## src/rtl/padframe_cfg_seq.sv

```systemverilog
// padframe_cfg_seq: configuration sequencer for the bidirectional pad ring.
//
// Holds a per-pad shadow configuration byte that is written over a simple addressed bus.
// On a commit, the shadow is copied into the live (active) configuration one pad at a time,
// in ascending pad index. After each pad whose output enable changes, the sequencer waits
// STAGGER idle cycles to limit simultaneous-switching noise.
//
// Config byte layout: [0]CS [1]SL [2]IE [3]OE [4]PU [5]PD [6]PDRV0 [7]PDRV1
//
// Ports:
//   clk, rst            core clock; asynchronous active-high reset
//   cfg_wr/addr/wdata   shadow write strobe, pad index, config byte
//   cfg_commit          start a commit sequence (accepted only while cfg_ready)
//   cfg_ready           high in idle; writes and commits are accepted only then
//   cfg_busy            high from the cycle after an accepted commit through the done cycle
//   cfg_done            one-cycle pulse marking the end of a commit sequence
//   cfg_err             sticky flag for out-of-range writes; cleared by an accepted commit
//   bidir_*             live pad control buses, bit i drives pad i
//   cfg_rdata           registered readback of active[cfg_addr] (CFG_READBACK_EN only)
//
// Optional feature macro: CFG_READBACK_EN adds the cfg_rdata port and its read mux.
module padframe_cfg_seq #(
    parameter int unsigned NUM_PADS  = 46,
    parameter int unsigned STAGGER   = 4,
    parameter logic [7:0]  RESET_CFG = 8'h04
) (
    input  logic                clk,
    input  logic                rst,
    input  logic                cfg_wr,
    input  logic [5:0]          cfg_addr,
    input  logic [7:0]          cfg_wdata,
    input  logic                cfg_commit,
    output logic                cfg_ready,
    output logic                cfg_busy,
    output logic                cfg_done,
    output logic                cfg_err,
    output logic [NUM_PADS-1:0] bidir_CS,
    output logic [NUM_PADS-1:0] bidir_SL,
    output logic [NUM_PADS-1:0] bidir_IE,
    output logic [NUM_PADS-1:0] bidir_OE,
    output logic [NUM_PADS-1:0] bidir_PU,
    output logic [NUM_PADS-1:0] bidir_PD,
    output logic [NUM_PADS-1:0] bidir_PDRV0,
    output logic [NUM_PADS-1:0] bidir_PDRV1
`ifdef CFG_READBACK_EN
    ,
    output logic [7:0]          cfg_rdata
`endif
);

    typedef enum logic [1:0] {StIdle, StApply, StGap, StDone} state_e;

    localparam logic [5:0] LastIdx = 6'(NUM_PADS - 1);
    localparam logic [7:0] GapInit = 8'(STAGGER - 1);

    state_e     state_q;
    logic [5:0] idx_q;
    logic [7:0] gap_q;
    logic       ready_q;
    logic       busy_q;
    logic       done_q;
    logic       err_q;
    logic [7:0] shadow_q [NUM_PADS];
    logic [7:0] active_q [NUM_PADS];

    logic addr_ok;
    logic last_pad;
    logic oe_chg;

    assign addr_ok  = ({1'b0, cfg_addr} < 7'(NUM_PADS));
    assign last_pad = (idx_q == LastIdx);
    // OE toggles when the incoming shadow byte disagrees with the live one.
    assign oe_chg   = shadow_q[idx_q][3] ^ active_q[idx_q][3];

    always_ff @(posedge clk or posedge rst) begin
        if (rst) begin
            state_q <= StIdle;
            idx_q   <= '0;
            gap_q   <= '0;
            ready_q <= 1'b1;
            busy_q  <= 1'b0;
            done_q  <= 1'b0;
            err_q   <= 1'b0;
            for (int i = 0; i < NUM_PADS; i++) begin
                shadow_q[i] <= RESET_CFG;
                active_q[i] <= RESET_CFG;
            end
        end else begin
            done_q <= 1'b0;
            unique case (state_q)
                StIdle: begin
                    if (cfg_commit) begin
                        state_q <= StApply;
                        idx_q   <= '0;
                        ready_q <= 1'b0;
                        busy_q  <= 1'b1;
                        err_q   <= 1'b0;
                    end
                    // Placed after the commit so a same-cycle bad write still flags an error.
                    if (cfg_wr) begin
                        if (addr_ok) begin
                            shadow_q[cfg_addr] <= cfg_wdata;
                        end else begin
                            err_q <= 1'b1;
                        end
                    end
                end
                StApply: begin
                    active_q[idx_q] <= shadow_q[idx_q];
                    if (oe_chg && (STAGGER != 0)) begin
                        state_q <= StGap;
                        gap_q   <= GapInit;
                    end else if (last_pad) begin
                        state_q <= StDone;
                        done_q  <= 1'b1;
                    end else begin
                        idx_q <= idx_q + 6'd1;
                    end
                end
                StGap: begin
                    if (gap_q == 8'd0) begin
                        if (last_pad) begin
                            state_q <= StDone;
                            done_q  <= 1'b1;
                        end else begin
                            state_q <= StApply;
                            idx_q   <= idx_q + 6'd1;
                        end
                    end else begin
                        gap_q <= gap_q - 8'd1;
                    end
                end
                StDone: begin
                    state_q <= StIdle;
                    ready_q <= 1'b1;
                    busy_q  <= 1'b0;
                end
                default: state_q <= StIdle;
            endcase
        end
    end

    assign cfg_ready = ready_q;
    assign cfg_busy  = busy_q;
    assign cfg_done  = done_q;
    assign cfg_err   = err_q;

    always_comb begin
        bidir_CS    = '0;
        bidir_SL    = '0;
        bidir_IE    = '0;
        bidir_OE    = '0;
        bidir_PU    = '0;
        bidir_PD    = '0;
        bidir_PDRV0 = '0;
        bidir_PDRV1 = '0;
        for (int i = 0; i < NUM_PADS; i++) begin
            bidir_CS[i]    = active_q[i][0];
            bidir_SL[i]    = active_q[i][1];
            bidir_IE[i]    = active_q[i][2];
            bidir_OE[i]    = active_q[i][3];
            bidir_PU[i]    = active_q[i][4];
            bidir_PD[i]    = active_q[i][5];
            bidir_PDRV0[i] = active_q[i][6];
            bidir_PDRV1[i] = active_q[i][7];
        end
    end

`ifdef CFG_READBACK_EN
    logic [7:0] rdata_q;

    always_ff @(posedge clk or posedge rst) begin
        if (rst) begin
            rdata_q <= RESET_CFG;
        end else begin
            rdata_q <= addr_ok ? active_q[cfg_addr] : 8'h00;
        end
    end

    assign cfg_rdata = rdata_q;
`endif

endmodule

```

## config.mk

```make
export PLATFORM = sky130hd
export DESIGN_NAME = padframe_cfg_seq
export DESIGN_NICKNAME = d
export VERILOG_FILES = /design/src/rtl/padframe_cfg_seq.sv
export SDC_FILE = /design/constraint.sdc
export NUM_CORES = 2
export LEC_CHECK = 0
export ABC_CLOCK_PERIOD_IN_PS = 64900
export CAP_MARGIN = 20
export CORE_ASPECT_RATIO = 2
export CORE_MARGIN = 4
export CORE_UTILIZATION = 45
export CTS_CLUSTER_SIZE = 40
export DETAILED_ROUTE_END_ITERATION = 7
export PLACE_DENSITY = 0.67
export RECOVER_POWER = 25
export SYNTH_ARGS = -nofsm -noshare
export SYNTH_HDL_FRONTEND = slang
export SYNTH_SLANG_ARGS = --single-unit
```

## constraint.sdc

```tcl
create_clock -name clk -period 64.9 [get_ports clk]
set_clock_uncertainty 0.2 [all_clocks]
set_input_delay 9.735 -clock clk [delete_from_list [all_inputs] [get_ports clk]]
set_output_delay 9.735 -clock clk [all_outputs]
set_load 0.01 [all_outputs]
```

### Word level (Yosys, flattened, before mapping)

Cells that the tools add are included.

* register bits after elaboration: 756
* input port bits: 18
* logic and storage cells: 168

* $add $sub $neg: 2
* magnitude comparators: 5
* eq/ne operators: 10
* multiplexer cells: 37
* bitwise logic cells: 3
* reduce and logical (&&, ||, !) cells: 12

Operators with widths (count)
* $bwmux 368: 2
* $bmux 8 s6: 2
* $demux 8 s6: 2
* $mux 8: 6
* $mux 6: 4
* $pmux 6 s3: 1
* $pmux 8 s2: 1
* $ge 7x7->1 const B: 2
* $lt 7x1->1 const B: 2
* $not 6->7: 2
* $mux 2: 5
* $ne 2x2->1 const B: 5
* $reduce_and 3->1: 3
* $logic_not 8->1: 1
* $mux 1: 8
* $mux 4: 2
* $pmux 2 s4: 1
* $sub 8x1->8 const B: 1
* $add 6x1->6 const B: 1
* $eq 6x6->1 const B: 1
* $lt 6x6->1 const B: 1
* $pmux 1 s2: 3
* $eq 2x2->1 const B: 2
* $reduce_and 4->1: 1
* other kinds (8): 10

### Logic depth before layout (Yosys ltp)

* word-level depth: 7
* mapped depth: 13

### Worst setup path before layout

Ideal clock, no wire load.

* path kind: input-to-reg
* from: input cfg_addr[4]
* to: register shadow_q[312] in the netlist's numbering
* setup time: 0.125 ns
* data arrival time: 11.138 ns
* data required time: 64.575 ns
* slack: 53.438 ns
* stages: 3
* path buffers: 0
* cell sequence: nor4_1 -> nand2_1 -> mux2_2

* longest elaborated chain between the ends: 6

RTL lines
* start, declared: RTL line 30 `input logic [5:0] cfg_addr,`
* $not 6->7 (implied by the code): RTL line 102 `shadow_q[cfg_addr] <= cfg_wdata;`
* $ge 7x7->1 (implied by the code) / $lt 7x1->1 (equally long branches): RTL line 102
* $logic_and 1x1->1 (implied by the code): RTL line 102
* $mux 8 (implied by the code): RTL line 102
* $demux 8 s6: RTL line 102
* $bwmux 368: RTL line 102
* end signal, assigned by index: RTL line 102
* end, declared: RTL line 63 `logic [7:0] shadow_q [NUM_PADS];`

Parallel ways exist; a longest one is shown, timed or not.
A chain may end at the register's enable or synchronous reset.

==> metrics.txt <==
outcome=finished with violations; failing checks=capacitance limit, slew limit; gr usage total=26.0%; # nets final=3,003; largest net degree at the start of global routing=189; # IOs=390; unrepaired setup endpoints after global routing=no; 1st-iter DRT viols=1,793; CTS-repair resized insts=0; Initial Utilization=45.5%; Port Buffers=389; CP Launch Point=rst; switching part of the total=32.4%; number of global-route vias before repair=23,700; Max Fanout on Critical Path=188; CTS sink count=756; Post-synth EDFFs=0; worst skew pair latency=0.65 ns; hold_sp=bidir_IE[6]$_DFFE_PP1P_; Chip Width=195 um; Via density=5.88; htree depth=3; CP Launch Type=input port; Fmax=66.6 MHz; Final ANT Viol Nets=0; routed wire length on met3=6880 um; worst path required time=65.37 ns; num rows=136; Power Density=33.1 nW/um^2; grt ovf=0; Crit Path Class=input port to asynchronous set/reset pin; sequential fraction of the synthesis area=60.7%; DR top layer=met5; placed cell area=35,900 sq um; Fin. Hold Viols=0; PnR worst setup slack=49.89 ns; Setup crit end kind=asynchronous set/reset pin; WL met2=50,700 um; Adder-Cell Fraction of Synth Area=0.359%; P_int=0.855 mW; Placer Congestion=0.898; RR Startpoint=idx_q[0]$_DFFE_PP0P_; Hold Path Class=flip-flop to flip-flop; first-pass GRT wire length=149,000 um; CTS Root Cell=clkbuf_16; DR pass1 iterations=5; Max Slew Vio Count=542; M1 wire length=35,800 um; crit path DAT=15.48 ns; area leader, netlist=dfrtp_1; setup TNS=0 ns; DIE AREA=74,300 sq um; Synth area leaders=dfrtp_1, mux2_2, dfstp_2; Mapped Area=31,400 sq um; syn avg cell area=11.8 sq um; Sequential Power Share=44.8%; clock share of power=32.6%; Tightest Pin Transition=4.63 ns; LEAKAGE=16.9 nW; Max Buffers Root-to-Sink=3; Final period util=23.1%; final setup fails=0; post-synthesis mux area share=14.7%; CTS tree=yes; Synth Net Count=2,696; XOR/XNOR share of the synthesized area=0%; CTS Hold Buffers Added=0; Logic pwr share=22.6%; Cells after Synth=2,669; number of remaining DRC errors=0; Placement Setup Slack=50.97 ns; initial antenna violation count=5; fillers=5,906; worst hold slack=0.278 ns; list of most frequent post-synthesis cells=dfrtp_1, mux2_2, nor2_1; core footprint=68,900 sq um; post-CTS setup buffers=0; HPWL Detailed=68,200 um; CTS clk-pin slew, worst paths=0.07 ns; min Tclk post-route=15.01 ns; Num CTS Buffers=67; main combinational cell family by area after synthesis=multiplexers; final core utilization=55.3%; DR WL/cell=25.2 um; max-cap violation count=14; library cells used by synthesis=65; drt total wl=99,100 um; post-synth top area share=52.9%; Top FF cell, synth=dfrtp_1; die span in y=381 um; cell area after layout=38,100 sq um; simple-gate share of the synthesized area=8.68%; yosys warns=0; Synth Area in Compound Gates=12.7%; Via Count=23,100; most numerous cell in the Yosys netlist=dfrtp_1; share of cells above drive strength 1=21.5%; Psw=0.409 mW; FF+latch count, synth=756; Syn-to-layout area delta=21.6%; Rel. slew slack=-211%; worst ir drop on vdd=19.1 uV; Async SR Flop Fraction=100%
==> state kept, by name, indices dropped and copies added, names as in the netlist <==
register     count
bidir_CS        46
bidir_IE        46
bidir_OE        46
bidir_PD        46
bidir_PDRV0     46
bidir_PDRV1     46
bidir_PU        46
bidir_SL        46
cfg_busy         1
cfg_done         1
cfg_err          1
cfg_ready        1
gap_q            8
idx_q            6
shadow_q       368
state_q          2
==> metal layers <==
metal  global-route usage [%]  vias to the layer above
met2                     46.2                     1029
met1                     29.7                    11700
met5                        0                        -
met3                     5.23                      269
met4                     13.3                        8
li1                         -                    10100
==> stage by stage <==
stage	power (mW)	instances
2_1_floorplan	0.734	2669
6_report	1.26	3929
4_1_cts	1.27	3921
5_1_grt	1.31	3928
3_5_place_dp	0.861	3797
3_3_place_gp	0.851	3797
==> worst paths after layout <==
| path | end | slack [ns] | cells past startpoint |
|---|---|---|---|
| max | bidir_PDRV0[21]$_DFFE_PP0P_ | 49.89 | 5 |
| min | bidir_IE[6]$_DFFE_PP1P_ | 0.28 | 2 |
| max reg2reg | bidir_IE[10]$_DFFE_PP1P_ | 55.48 | 9 |
| min reg2reg | bidir_IE[6]$_DFFE_PP1P_ | 0.28 | 2 |
| max in group clk | shadow_q[295]$_DFFE_PP0P_ | 53.03 | 5 |
| min in group asynchronous | bidir_PD[3]$_DFFE_PP0P_ | 10.79 | 2 |
==> critical path, cell delays in order <==
cell and delay, ns:
dlygate4sd3_1 0.55, clkinvlp_2 2.61, buf_12 0.65, buf_4 0.81
buf_4 0.79
==> area by class of cell <==
type	instances	area, sq um	share of cell area [%]
repair buffers	443	4320	11.3
clock buffers	96	1910	5.00
clock inverters	28	355	0.932
inverters	13	50.0	0.131
well taps	897	1120	2.94
flip-flops and latches	756	19000	49.9
multi-input cells	1695	11300	29.8
diodes	1	2.50	0.00656
==> layout by cell type (no fill, tap or decap), drive strengths merged, types with 33 or more instances in the layout <==
| master | instances |
|---|---|
| a31oi | 33 |
| dfrtp | 663 |
| nand3 | 36 |
| a22oi | 103 |
| a221oi | 34 |
| a21oi | 222 |
| o21ai | 209 |
| mux2 | 384 |
| nor2 | 257 |
| clkdlybuf4s50 | 385 |
| buf | 46 |
| dfstp | 93 |
| clkbuf | 107 |
| nand2 | 232 |
==> cells by family after synthesis <==
group	Yosys count
flops	756
mux	405
compound gates	655
simple gates	626
fa+ha+maj	9
buf+inv	218
==> power by group through the flow <==
stage | Sequential, mW | Combinational, mW | Clock (mW)
after CTS | 0.565 | 0.289 | 0.419
after global placement | 0.569 | 0.282 | 0
after floorplan | 0.566 | 0.167 | 0
after global routing | 0.571 | 0.304 | 0.437
final | 0.566 | 0.286 | 0.412
after detailed placement | 0.573 | 0.288 | 0
Note: power is estimated with default switching activity, not from simulation.
